`src/rtl/cp0_registers_pkg.sv`:
```
// Shared CP0 definitions: bus widths, register numbers, ExcCode values and
// Status/Cause bit positions. The timer feature is gated by CP0_TIMER_EN.
package cp0_registers_pkg;

  localparam int DATA_W    = 32;
  localparam int CP0_REG_W = 5;

  localparam logic REG_WB = 1'b1;

  localparam logic [CP0_REG_W-1:0] CP0_BADVADDR = 5'd8;
  localparam logic [CP0_REG_W-1:0] CP0_COUNT    = 5'd9;
  localparam logic [CP0_REG_W-1:0] CP0_COMPARE  = 5'd11;
  localparam logic [CP0_REG_W-1:0] CP0_STATUS   = 5'd12;
  localparam logic [CP0_REG_W-1:0] CP0_CAUSE    = 5'd13;
  localparam logic [CP0_REG_W-1:0] CP0_EPC      = 5'd14;
  localparam logic [CP0_REG_W-1:0] CP0_PRID     = 5'd15;

  localparam logic [4:0] EXC_INT  = 5'd0;
  localparam logic [4:0] EXC_ADEL = 5'd4;
  localparam logic [4:0] EXC_ADES = 5'd5;
  localparam logic [4:0] EXC_SYS  = 5'd8;
  localparam logic [4:0] EXC_BP   = 5'd9;
  localparam logic [4:0] EXC_RI   = 5'd10;
  localparam logic [4:0] EXC_OV   = 5'd12;
  localparam logic [4:0] EXC_TR   = 5'd13;

  localparam int STATUS_CU0   = 28;
  localparam int STATUS_IM_HI = 15;
  localparam int STATUS_IM_LO = 8;
  localparam int STATUS_EXL   = 1;
  localparam int STATUS_IE    = 0;

  localparam int CAUSE_BD     = 31;
  localparam int CAUSE_IP_HI  = 15;
  localparam int CAUSE_HW_LO  = 10;
  localparam int CAUSE_SW_HI  = 9;
  localparam int CAUSE_SW_LO  = 8;
  localparam int CAUSE_EXC_HI = 6;
  localparam int CAUSE_EXC_LO = 2;

  localparam logic [DATA_W-1:0] STATUS_RESET = 32'h1000_0000;
  localparam logic [DATA_W-1:0] STATUS_WMASK = 32'h1000_FF03;

  // Address-error exceptions are the only ones that capture BadVAddr.
  function automatic logic is_addr_exc(input logic [4:0] code);
    return (code == EXC_ADEL) || (code == EXC_ADES);
  endfunction

endpackage

```
`src/rtl/cp0_timer.sv`:
```
// Count/Compare timer: free-running Count, software-writable Compare and a
// sticky timer_int flag cleared by any write to Compare.
module cp0_timer
  import cp0_registers_pkg::*;
(
  input  logic              clk,
  input  logic              rst,
  input  logic              count_we,
  input  logic              compare_we,
  input  logic [DATA_W-1:0] wdata,
  output logic [DATA_W-1:0] count,
  output logic [DATA_W-1:0] compare,
  output logic              timer_int
);

  logic match;

  assign match = (count == compare) && (compare != '0);

  // NOTE: sequential state uses non-blocking assignments so every register
  // samples the pre-edge value of its neighbours.
  always_ff @(posedge clk or posedge rst) begin
    if (rst) begin
      count     <= '0;
      compare   <= '0;
      timer_int <= 1'b0;
    end else begin
      count <= count_we ? wdata : count + 32'd1;
      if (compare_we) compare <= wdata;
      // A Compare write clears even when the match condition holds this cycle.
      if (compare_we)  timer_int <= 1'b0;
      else if (match)  timer_int <= 1'b1;
    end
  end

endmodule

```
`src/rtl/cp0_registers.sv`:
```
// CP0 register file: BadVAddr, Count, Compare, Status, Cause, EPC, PRId with
// exception/eret bookkeeping and interrupt request. Timer under CP0_TIMER_EN.
module cp0_registers
  import cp0_registers_pkg::*;
#(
  parameter logic [DATA_W-1:0] PRID = 32'h0001_8000
) (
  input  logic                 clk,
  input  logic                 rst,
  input  logic                 cp0_reg_rw,
  input  logic [CP0_REG_W-1:0] cp0_reg_write_addr,
  input  logic [DATA_W-1:0]    cp0_reg_write,
  input  logic [CP0_REG_W-1:0] cp0_reg_read_addr,
  output logic [DATA_W-1:0]    cp0_reg_read,
  input  logic                 exc_valid,
  input  logic [4:0]           exc_code,
  input  logic [DATA_W-1:0]    exc_pc,
  input  logic                 exc_bd,
  input  logic [DATA_W-1:0]    exc_badvaddr,
  input  logic                 eret,
  input  logic [5:0]           hw_int,
  output logic [DATA_W-1:0]    status,
  output logic [DATA_W-1:0]    cause,
  output logic [DATA_W-1:0]    epc,
  output logic                 int_req,
  output logic                 timer_int
);

  logic [DATA_W-1:0] badvaddr_q, status_q, cause_q, epc_q;
  logic [DATA_W-1:0] badvaddr_d, status_d, cause_d, epc_d;
  logic [DATA_W-1:0] count_val, compare_val;
  logic              timer_flag;
  logic              sw_we;

  assign sw_we = (cp0_reg_rw == REG_WB);

`ifdef CP0_TIMER_EN
  cp0_timer u_timer (
    .clk        (clk),
    .rst        (rst),
    .count_we   (sw_we && (cp0_reg_write_addr == CP0_COUNT)),
    .compare_we (sw_we && (cp0_reg_write_addr == CP0_COMPARE)),
    .wdata      (cp0_reg_write),
    .count      (count_val),
    .compare    (compare_val),
    .timer_int  (timer_flag)
  );
`else
  assign count_val   = '0;
  assign compare_val = '0;
  assign timer_flag  = 1'b0;
`endif

  // Software write first, then eret, then exception: later assignments win
  // only on the bits they touch.
  always_comb begin
    // NOTE: every combinational output gets a default first so no latch is
    // inferred on paths that do not assign it.
    status_d   = status_q;
    cause_d    = cause_q;
    epc_d      = epc_q;
    badvaddr_d = badvaddr_q;

    if (sw_we) begin
      unique case (cp0_reg_write_addr)
        CP0_STATUS: status_d = cp0_reg_write & STATUS_WMASK;
        CP0_CAUSE:  cause_d[CAUSE_SW_HI:CAUSE_SW_LO] = cp0_reg_write[CAUSE_SW_HI:CAUSE_SW_LO];
        CP0_EPC:    epc_d = cp0_reg_write;
        default:    ;
      endcase
    end

    cause_d[CAUSE_IP_HI:CAUSE_HW_LO] = hw_int;

    if (eret) status_d[STATUS_EXL] = 1'b0;

    if (exc_valid) begin
      status_d[STATUS_EXL]                = 1'b1;
      cause_d[CAUSE_EXC_HI:CAUSE_EXC_LO] = exc_code;
      // Nested exceptions keep the original return point.
      if (!status_q[STATUS_EXL]) begin
        cause_d[CAUSE_BD] = exc_bd;
        epc_d             = exc_bd ? exc_pc - 32'd4 : exc_pc;
      end
      if (is_addr_exc(exc_code)) badvaddr_d = exc_badvaddr;
    end
  end

  always_ff @(posedge clk or posedge rst) begin
    if (rst) begin
      badvaddr_q <= '0;
      status_q   <= STATUS_RESET;
      cause_q    <= '0;
      epc_q      <= '0;
    end else begin
      badvaddr_q <= badvaddr_d;
      status_q   <= status_d;
      cause_q    <= cause_d;
      epc_q      <= epc_d;
    end
  end

  // IP[15] is shared between hw_int[5] and the timer flag.
  always_comb begin
    cause = cause_q;
    cause[CAUSE_IP_HI] = cause_q[CAUSE_IP_HI] | timer_flag;
  end

  assign status    = status_q;
  assign epc       = epc_q;
  assign timer_int = timer_flag;

  assign int_req = status_q[STATUS_IE] & ~status_q[STATUS_EXL] &
                   (|(cause[CAUSE_IP_HI:CAUSE_SW_LO] & status_q[STATUS_IM_HI:STATUS_IM_LO]));

  always_comb begin
    cp0_reg_read = '0;
    unique case (cp0_reg_read_addr)
      CP0_BADVADDR: cp0_reg_read = badvaddr_q;
      CP0_COUNT:    cp0_reg_read = count_val;
      CP0_COMPARE:  cp0_reg_read = compare_val;
      CP0_STATUS:   cp0_reg_read = status_q;
      CP0_CAUSE:    cp0_reg_read = cause;
      CP0_EPC:      cp0_reg_read = epc_q;
      CP0_PRID:     cp0_reg_read = PRID;
      default:      cp0_reg_read = '0;
    endcase
  end

endmodule
```
`config.mk`:
```
export PLATFORM = sky130hd
export DESIGN_NAME = cp0_registers
export DESIGN_NICKNAME = d
export VERILOG_FILES = /design/src/rtl/cp0_registers_pkg.sv /design/src/rtl/cp0_timer.sv /design/src/rtl/cp0_registers.sv
export SDC_FILE = /design/constraint.sdc
export NUM_CORES = 1
export LEC_CHECK = 0
export ABC_AREA = 1
export CAP_MARGIN = 10
export CORE_MARGIN = 2
export CORE_UTILIZATION = 42
export DETAILED_ROUTE_END_ITERATION = 7
export PLACE_DENSITY = 0.81
export SYNTH_ARGS = -nofsm -noshare
export SYNTH_HDL_FRONTEND = slang
export SYNTH_HIERARCHICAL = 1
export SYNTH_SLANG_ARGS = --single-unit
export TNS_END_PERCENT = 1
```
`constraint.sdc`:
```
create_clock -name clk -period 3.9 [get_ports clk]
set_input_delay 0.585 -clock clk [delete_from_list [all_inputs] [get_ports clk]]
set_output_delay 0.585 -clock clk [all_outputs]
set_load 0.02 [all_outputs]
```
==> results of run 1 <==
[synth_stat cells, types with 5 or more instances]
library cell,n
o21ai_1,8
nor2_4,10
nor2_1,76
a22o_1,6
buf_2,13
inv_2,6
buf_4,41
o22ai_1,6
inv_1,87
dfrtp_1,88
a21oi_1,50
o221ai_1,5
nand2_1,168
nand4_1,7
nand3_1,34
o21ai_0,55
mux2_2,22
a22oi_1,5
[critical path, cell delays in order]
cell and delay (ns):
clkdlybuf4s50_1 0.52, nor2_1 0.20, nand4_1 0.14, inv_2 0.33, nand2_1 0.12, o211ai_1 0.16
clkdlybuf4s50_1 0.67
[flip-flops by register name, summed over array words and instances, names as in the netlist]
signal      cells
badvaddr_q     32
cause          14
epc            32
status         11
[routing by layer]
| metal | track usage (%) | part of all wire [%] | vias up | wire length [um] |
|---|---|---|---|---|
| li1 | - | - | 2697 | - |
| met1 | 35.5 | 43 | 2548 | 8050 |
| met2 | 42.2 | 47 | 266 | 8690 |
| met3 | 4.25 | 6.6 | 41 | 1230 |
| met4 | 12.2 | 3.8 | 0 | 702 |
| met5 | 0 | 0 | - | 0 |
[placed cells by master, fill, tap and decap left out, types with 4 or more instances in the layout]
cell type        instances
a22oi_1                  5
nor2_1                  76
inv_2                    6
clkbuf_16                9
o221ai_1                 5
a22o_1                   6
inv_1                   86
nand4_1                  7
a21oi_1                 50
conb_1                  40
clkdlybuf4s50_1        212
mux2_2                  22
nand2_1                168
o21ai_0                 55
nand2_2                  4
buf_4                    8
nand3_1                 34
o22ai_1                  6
dfrtp_1                 88
nor2_4                  10
o21ai_1                  8
[through the flow]
stage / power, W / setup WS [ns] / utilization [%]
finish: 0.00312 / 0.565 / 62.6
global route: 0.00326 / 0.444 / 62.6
CTS: 0.00312 / 0.591 / 62.6
detailed placement: 0.00213 / 0.602 / 59.9
global placement: 0.00212 / 0.646 / 59.9
floorplan: 0.00167 / 1.01 / -
[layout make-up]
| cell class | count | area share (%) |
|---|---|---|
| multi-input combinational | 523 | 33.2 |
| sequential | 89 | 28.0 |
| timing repair buffer | 220 | 27.4 |
| inverter | 94 | 4.45 |
| clock buffer | 9 | 2.83 |
| tap | 172 | 2.70 |
| clock inverter | 7 | 1.48 |
[worst max-delay path by stage]
stage | start | endpoint | slack (ns) | cells after the start
3_3_place_gp | cp0_reg_read_addr[0] | cp0_reg_read[11] | 0.65 | 7
4_1_cts | cp0_reg_read_addr[0] | cp0_reg_read[11] | 0.59 | 7
6_report | cp0_reg_read_addr[0] | cp0_reg_read[11] | 0.57 | 7
3_5_place_dp | cp0_reg_read_addr[0] | cp0_reg_read[11] | 0.60 | 7
2_1_floorplan | rst | badvaddr_q[0] | 1.01 | 1
5_1_grt | cp0_reg_read_addr[0] | cp0_reg_read[14] | 0.44 | 7
[report_power, final]
part	switching (W)	internal, W
Clock	0.000368	0.000627
Combinational	0.000467	0.000421
Sequential	0.000141	0.00109
[logic make-up after synthesis]
logic type | share of synthesized area, %
XOR/XNOR | 0.159
AO/OA/AOI/OAI | 14.9
multiplexers | 4.48
flip-flops | 40.3
other | 0.0679
buffers and inverters | 14.5
adder cells (fa/ha/maj) | 0.226
AND/OR/NAND/NOR | 25.3
==> metrics.md, run 1 <==
| Metric | Value |
|---|---|
| Achievable Freq | `0.300 GHz` |
| RD Place Congestion | `0.918` |
| First drt pass iteration count | `5` |
| Post-Layout Cell Count | `1,114` |
| Outcome | `completed` |
| Top FF cell, synth | `dfrtp_1` |
| Number of flops mapped to enable cells by yosys | `0` |
| Synth Register Bits | `89` |
| Slew HR | `43.2%` |
| Worst Hold Depth | `2` |
| Worst IR Drop VDD | `0.212 mV` |
| CTS Hold Buffers Added | `0` |
| # fillers | `1,149` |
| Largest net degree at the start of global routing | `38` |
| Setup TNS | `0 ns` |
| P_leak | `3.70 nW` |
| Root Buffer | `clkbuf_16` |
| Postcts setup bufs | `0` |
| Maxcap violations | `0` |
| Iteration-0 DRC Markers | `437` |
| Initial antenna violation count | `0` |
| Worst-path clk slew | `0.06 ns` |
| Drt drc | `0` |
| CTS buffer count | `9` |
| Std-Cell Rows | `41` |
| Post-synth cell types | `42` |
| Via count | `5,552` |
| TritonCTS clock tree | `built` |
| Share of cells above drive strength 1 | `8.28%` |
| Multi-input gate area | `2640 um2` |
| Worst r2r dst | `epc[9]` |
| Netlist Area Pre-Place | `5530 um2` |
| Worst Reg-to-Reg Cells | `5` |
| # clock sinks | `89` |
| CP required | `3.31 ns` |
| DP Area | `7620 um2` |
| Total Routing Usage GR | `26.5%` |
| Worst Path Max Fanout | `19` |
| Top post-synthesis cells by area | `dfrtp_1 (40%), nand2_1 (11%), inv_1 (5.9%), buf_4 (5.6%), nor2_1 (5.2%)` |
| Crit Reg-Reg Startpoint | `status[1]` |
| NumNets Final | `1,061` |
| Critical path launch point type | `input port` |
| Pwr dens | `391 nW/um2` |
| WL/cell | `16.8 um` |
| Worst Hold End | `status[28]` |
| Chip Height | `119 um` |
| Crit Path Category | `input port to primary output` |
| First-pass GRT wire length | `29.0 mm` |
| Dpl cells | `1,098` |
| Clock Latency Late Sink | `0.33 ns` |
| Ant. Diodes | `0` |
| Ys Warns | `6` |
| Synth async-reset ratio | `100%` |
| Vias in the first global route | `5,351` |
| Die area | `14,100 um2` |
| R2r setup slk | `1.92 ns` |
| Syn Inst Count | `730` |
| Final hold violation count | `0` |
| Area growth syn-to-layout | `44.1%` |
| Cell taking the most area after synthesis | `dfrtp_1` |
| ANT nets after route | `0` |
| Final Skew | `0.00367 ns` |
| Synth Area per Inst | `7.57 um2` |
| RSZ-0062 raised after global routing | `false` |
| Pins over their slew limit | `0` |
| Final period utilization | `85.5%` |
| Worst Tran Pin Value | `0.851 ns` |
| GR Overflow Total | `0` |
| Tmin final | `3.33 ns` |
| Reg area | `2230 um2` |
| Hold wc startpoint | `status[28]` |
| Post-DP HPWL | `14.9 mm` |
| Die width | `119 um` |
| Min-Delay Path Class | `register to register` |
| Post-synthesis sequential area ratio | `40.3%` |
| # setup viols final | `0` |
| Hold Slack | `0.492 ns` |
| Total I/O pin count | `253` |
| CTS H-tree lvls | `3` |
| Vias per std cell | `4.98` |
| Share of the synthesized area in the top cell type | `39.9%` |
| CTS resizes | `0` |
| Initial Util | `43.4%` |
| Port bufs | `212` |
| Core region area | `12,700 um2` |
| Final wirelength | `18.7 mm` |
| Longest Clk Path Bufs | `2` |
| Critical path capture point type | `primary output` |
| Worst EP arrival | `2.75 ns` |
| Design Area, Final | `7960 um2` |
Note: power is estimated with default switching activity, not from simulation.
==> inputs of run 2 (changes only) <==
--- a/config.mk
+++ b/config.mk
@@ -5,12 +5,11 @@
 export SDC_FILE = /design/constraint.sdc
 export NUM_CORES = 1
 export LEC_CHECK = 0
-export ABC_AREA = 1
 export CAP_MARGIN = 10
 export CORE_MARGIN = 2
-export CORE_UTILIZATION = 42
+export CORE_UTILIZATION = 41
 export DETAILED_ROUTE_END_ITERATION = 7
-export PLACE_DENSITY = 0.81
+export PLACE_DENSITY = 0.82
 export SYNTH_ARGS = -nofsm -noshare
 export SYNTH_HDL_FRONTEND = slang
 export SYNTH_HIERARCHICAL = 1
==> metrics.md, run 2 <==
| Metric | Value |
|---|---|
| Outcome | `completed` |
| Root Buffer | `clkbuf_16` |
| Slew HR | `44.6% (+1.4 points)` |
| GR Overflow Total | `0 (unchanged)` |
| Post-synthesis sequential area ratio | `44.3% (+4.0 points)` |
| Multi-input gate area | `2510 um2 (-4.8%)` |
| Synth Register Bits | `89 (unchanged)` |
| CP startpoint | `cp0_reg_read_addr[4]` |
| Crit Reg-Reg Startpoint | `status[1]` |
| Netlist Area Pre-Place | `5020 um2 (-9.1%)` |
| Min-Delay Path Class | `register to register` |
| CP endpoint | `cp0_reg_read[9]` |
| Initial Util | `41.8% (-1.6 points)` |
| Hold wc startpoint | `badvaddr_q[28]` |
| Top post-synthesis cells by area | `dfrtp_1 (44%), mux2_2 (11%), buf_4 (6.1%), xnor2_1 (3.8%), a211oi_1 (3.4%)` |
| First-pass GRT wire length | `23.5 mm (-19%)` |
| Crit Path Category | `input port to primary output` |
| Post-synth top cells | `dfrtp_1 (88), mux2_2 (49), buf_4 (41)` |
| RSZ-0062 raised after global routing | `false` |
| CTS resizes | `0 (unchanged)` |
| Finished Core Util | `62.3% (-0.35 points)` |
| Setup TNS | `0 ns (unchanged)` |
| Critical path launch point type | `input port` |
| Synth Area per Inst | `10.7 um2 (+41%)` |
| Largest net degree at the start of global routing | `64 (+68%)` |
| First drt pass iteration count | `6 (+1)` |
| Iteration-0 DRC Markers | `261 (-40%)` |
| Number of flops mapped to enable cells by yosys | `0 (unchanged)` |
| Achievable Freq | `0.300 GHz (about the same)` |
| Worst-path clk slew | `0.06 ns (about the same)` |
| Chip Height | `115 um (-3.4%)` |
| Cell taking the most area after synthesis | `dfrtp_1` |
| Vias per std cell | `5.35 (+7.3%)` |
| Ys Warns | `6 (unchanged)` |
| Most frequent cell after synthesis | `dfrtp_1` |
| Worst IR Drop VDD | `0.235 mV (+11%)` |
| CTS H-tree lvls | `3 (unchanged)` |
| DP Area | `7190 um2 (-5.7%)` |
| Ant. Diodes | `0 (unchanged)` |
| Clock Latency Late Sink | `0.33 ns (about the same)` |
| Syn Inst Count | `470 (-36%)` |
| Tmin final | `3.34 ns (+0.00271 ns)` |
| Worst r2r dst | `epc[17]` |
| RD Place Congestion | `0.820 (-11%)` |
| Post-DP HPWL | `11.5 mm (-23%)` |
| Commonest cells after routing, fill and taps aside | `clkdlybuf4s50_1 (212), dfrtp_1 (88), mux2_2 (49)` |
| R2r setup slk | `2.39 ns (+0.47 ns)` |
| WL/cell | `18.5 um (+11%)` |
| Worst Reg-to-Reg Cells | `4 (-1)` |
| NumNets Final | `800 (-25%)` |
| Via count | `4,427 (-20%)` |
| Critical path capture point type | `primary output` |
| Std-Cell Rows | `40 (-2.4%)` |
| Final wirelength | `15.4 mm (-18%)` |
| P_leak | `3.03 nW (-18%)` |
| Final hold violation count | `0 (unchanged)` |
| Share of the synthesized area in the top cell type | `43.8% (+4.0 points)` |
| Total Routing Usage GR | `23.1% (-3.5 points)` |
| # setup viols final | `0 (unchanged)` |
| Vias in the first global route | `4,460 (-17%)` |
| Die width | `115 um (-3.4%)` |
| ANT nets after route | `0 (unchanged)` |
| Total I/O pin count | `253 (unchanged)` |
| Commonest non-fill, non-tap cell in the layout | `clkdlybuf4s50_1` |
| Postcts setup bufs | `0 (unchanged)` |
| Final Skew | `0.00512 ns (+0.00146 ns)` |
| Pwr dens | `393 nW/um2 (+0.49%)` |
| Final period utilization | `85.6% (about the same)` |
| Drt drc | `0 (unchanged)` |
| Design Area, Final | `7480 um2 (-6.1%)` |
| Core region area | `12,000 um2 (-5.6%)` |
| Maxcap violations | `0 (unchanged)` |
| Share of cells above drive strength 1 | `13.5% (+5.2 points)` |
| Port bufs | `212 (unchanged)` |
| # fillers | `1,001 (-13%)` |
| Reg area | `2230 um2 (unchanged)` |
| CP required | `3.31 ns (about the same)` |
| Post-synth cell types | `47 (+12%)` |
| Longest Clk Path Bufs | `2 (unchanged)` |
| Initial antenna violation count | `0 (unchanged)` |
| Area growth syn-to-layout | `48.8%` |
| CTS Hold Buffers Added | `0 (unchanged)` |
| Worst Path Max Fanout | `32 (+13)` |
| CTS buffer count | `9 (unchanged)` |
| Worst Tran Pin Value | `0.830 ns (-0.0218 ns)` |
| Top FF cell, synth | `dfrtp_1` |
| Die area | `13,200 um2 (-6.6%)` |
| # clock sinks | `89 (unchanged)` |
| Synth async-reset ratio | `100% (unchanged)` |
| Pins over their slew limit | `0 (unchanged)` |
| Worst EP arrival | `2.75 ns (about the same)` |
| TritonCTS clock tree | `built` |
-- run 2: cells by family after synthesis --
kind of cell	Yosys count	share of synthesized area, %
adders and majority gates	1	0.249
xor gates and xnor gates	28	4.88
buffers and inverters	79	9.24
other	1	0.0746
muxes	60	13.2
and+or+nand+nor	117	14.3
AOI/OAI and AO/OA	95	13.8
DFF	89	44.3
-- run 2: critical path, cell delays in order --
cell	delay [ns]
clkdlybuf4s50_1	0.61
nor2_1	0.08
nand2_1	0.09
nor3_2	0.04
buf_4	0.26
a222oi_1	0.44
nand2_1	0.10
clkdlybuf4s50_1	0.54
-- run 2: through the flow --
step / setup WS [ns] / total power, W / cells / hold slack (ns)
floorplan: 1.01 / 0.00167 / 509 / 0.478
global placement: 0.675 / 0.00207 / 812 / 0.487
detailed placement: 0.572 / 0.00210 / 812 / 0.493
CTS: 0.566 / 0.00296 / 828 / 0.508
global route: 0.444 / 0.00308 / 828 / 0.517
finish: 0.562 / 0.00294 / 828 / 0.507
-- run 2: report_power, final --
part	total (W)	switching, W	internal [W]	leakage, nW
combinational	0.000846	0.000389	0.000457	1.83
sequential	0.00124	0.000142	0.00110	1.06
clock	0.000854	0.000341	0.000513	0.144
-- run 2: layout make-up --
| type | instances | share of cell area [%] |
|---|---|---|
| clock buffer | 13 | 3.35 |
| clock inverter | 3 | 0.535 |
| inverter | 13 | 0.686 |
| multi-input combinational | 341 | 33.6 |
| sequential | 89 | 29.8 |
| tap | 147 | 2.46 |
| timing repair buffer | 222 | 29.6 |
-- run 2: layer usage --
| metal | vias up | share of wire, % | global-route usage (%) |
|---|---|---|---|
| li1 | 2048 | - | - |
| met1 | 2141 | 40 | 28.9 |
| met2 | 210 | 50 | 39.4 |
| met3 | 28 | 7.5 | 5.03 |
| met4 | 0 | 2.2 | 8.19 |
| met5 | - | 0 | 0 |
-- run 2: worst min-delay path by stage --
stage	slack, ns	cells after the start	end
CTS	0.51	1	badvaddr_q[14]
global placement	0.49	1	badvaddr_q[3]
global route	0.52	1	badvaddr_q[7]
detailed placement	0.49	1	badvaddr_q[14]
floorplan	0.48	1	badvaddr_q[0]
finish	0.51	1	badvaddr_q[28]
==> edit, RTL diff (config.mk and constraints of run 2) <==
The option `CP0_TIMER_EN` is turned on by a define.
--- a/src/rtl/cp0_registers.sv
+++ b/src/rtl/cp0_registers.sv
@@ -1,5 +1,7 @@
 // CP0 register file: BadVAddr, Count, Compare, Status, Cause, EPC, PRId with
 // exception/eret bookkeeping and interrupt request. Timer under CP0_TIMER_EN.
+`define CP0_TIMER_EN
+
 module cp0_registers
   import cp0_registers_pkg::*;
 #(
Behaviour: not the same (a bounded check fails within 4 cycles, from zero or initial values and one cycle with rst high).
==> edit against run 2 <==
  * Power up 92%
  * Cell area up 61%
  * Die area up 80%
  * Sequential cell count up 65
  * Worst setup slack worse by 0.17 ns
  * Wire length up 110%
  * Global-route usage up 3.2 points
  * Synthesized area up 84%
  * Maximum frequency down 4.8%
  * Clock power up 91%
==> edit: results (changes against run 2) <==
[run_status]
status=finished, final reports clean

[drt]
highest_layer=met5
met3_wirelength_um=3610  ; +220%
wl_per_cell_um=22.4  ; +21%
met1Wirelength_um=12400  ; +100%
wl_met2_um=14400  ; +87%
drt_iter0_drc=1248  ; +380%

[cts]
clkLatencyLatePin_ns=0.44  ; +0.11 ns
numCtsBuffers=17  ; +8

[worst_setup_path]
ff2ff_path_depth=5  ; +1
slowest_delay_ns=0.63  ; +0.02 ns
cp_max_fo=14  ; -56%
arrival_ns=2.92  ; +0.17 ns

[synth]
synth_cell_type_count=61  ; +30%
synth.area.top_cells=dfrtp_1 41%, mux2_2 10%, buf_4 4.2%
synthTopCellsByCount=153 x dfrtp_1, 82 x mux2_2, 81 x nand2_1, 52 x buf_4, 50 x clkbuf_1
seq_area_frac_synth=0.418  ; -0.0257

[placed_design]
hpwl_um=23800  ; +110%
io_buffers=213  ; +0.47%

[layout]
fillers=1830  ; +83%
nets=1242  ; +55%

[global_route]
grt_pass1_vias=8193  ; +84%
grt_start_max_net_pins=47  ; -27%
antenna_found_initial=3  ; +3
grt_usage=0.262  ; +0.0316

[power]
ir_drop_mv=0.280  ; +19%

edit: cells by family after synthesis:
family	Yosys count	synth area share
AND/OR/NAND/NOR	301	0.183
other	1	0.000406
flip-flops	154	0.418
multiplexers	101	0.121
buffers and inverters	128	0.0742
XOR/XNOR	56	0.0532
AO/OA/AOI/OAI	194	0.148
adder cells (fa/ha/maj)	2	0.00271
edit: cell type report:
type,instances,share of cell area
timing repair buffer,238,0.195
clock buffer,17,0.0353
antenna,2,0.000416
sequential,154,0.320
clock inverter,15,0.0121
inverter,13,0.00416
tap,280,0.0291
multi-input combinational,693,0.404
edit: worst paths after layout:
| check | start | end | slack (ns) |
|---|---|---|---|
| worst min-delay path | badvaddr_q[7] | badvaddr_q[7] | 0.51 |
| min in group asynchronous | rst | cause_q[15] | 0.68 |
| worst max-delay path | cp0_reg_read_addr[0] | cp0_reg_read[13] | 0.39 |
| worst max register to register | u_timer/count[0] | u_timer/count[28] | 1.21 |
| worst min register to register | badvaddr_q[7] | badvaddr_q[7] | 0.51 |
| max in group asynchronous | rst | u_timer/count[5] | 2.44 |
edit: report_power, final:
group	internal [mW]	switching [mW]	leakage (nW)
combinational	0.768	0.806	2.72
sequential	1.95	0.503	1.83
clock	0.855	0.773	0.280
total	3.57	2.08	4.83
edit: per-stage QoR:
step	std cells	hold slack (ns)	total power, mW	setup WS [ns]	util
after floorplan	975	0.470	3.26	1.01	-
after global placement	1378	0.489	3.94	0.437	0.522
after detailed placement	1378	0.492	3.99	0.433	0.522
after CTS	1410	0.507	5.63	0.409	0.548
after global routing	1412	0.530	5.89	0.360	0.548
final	1412	0.506	5.66	0.394	0.548
edit: per-layer routing:
metal / vias up / GRT usage
met4: 2 / 0.112
li1: 3783 / -
met2: 549 / 0.396
met5: - / 0
met1: 4234 / 0.346
met3: 70 / 0.0854
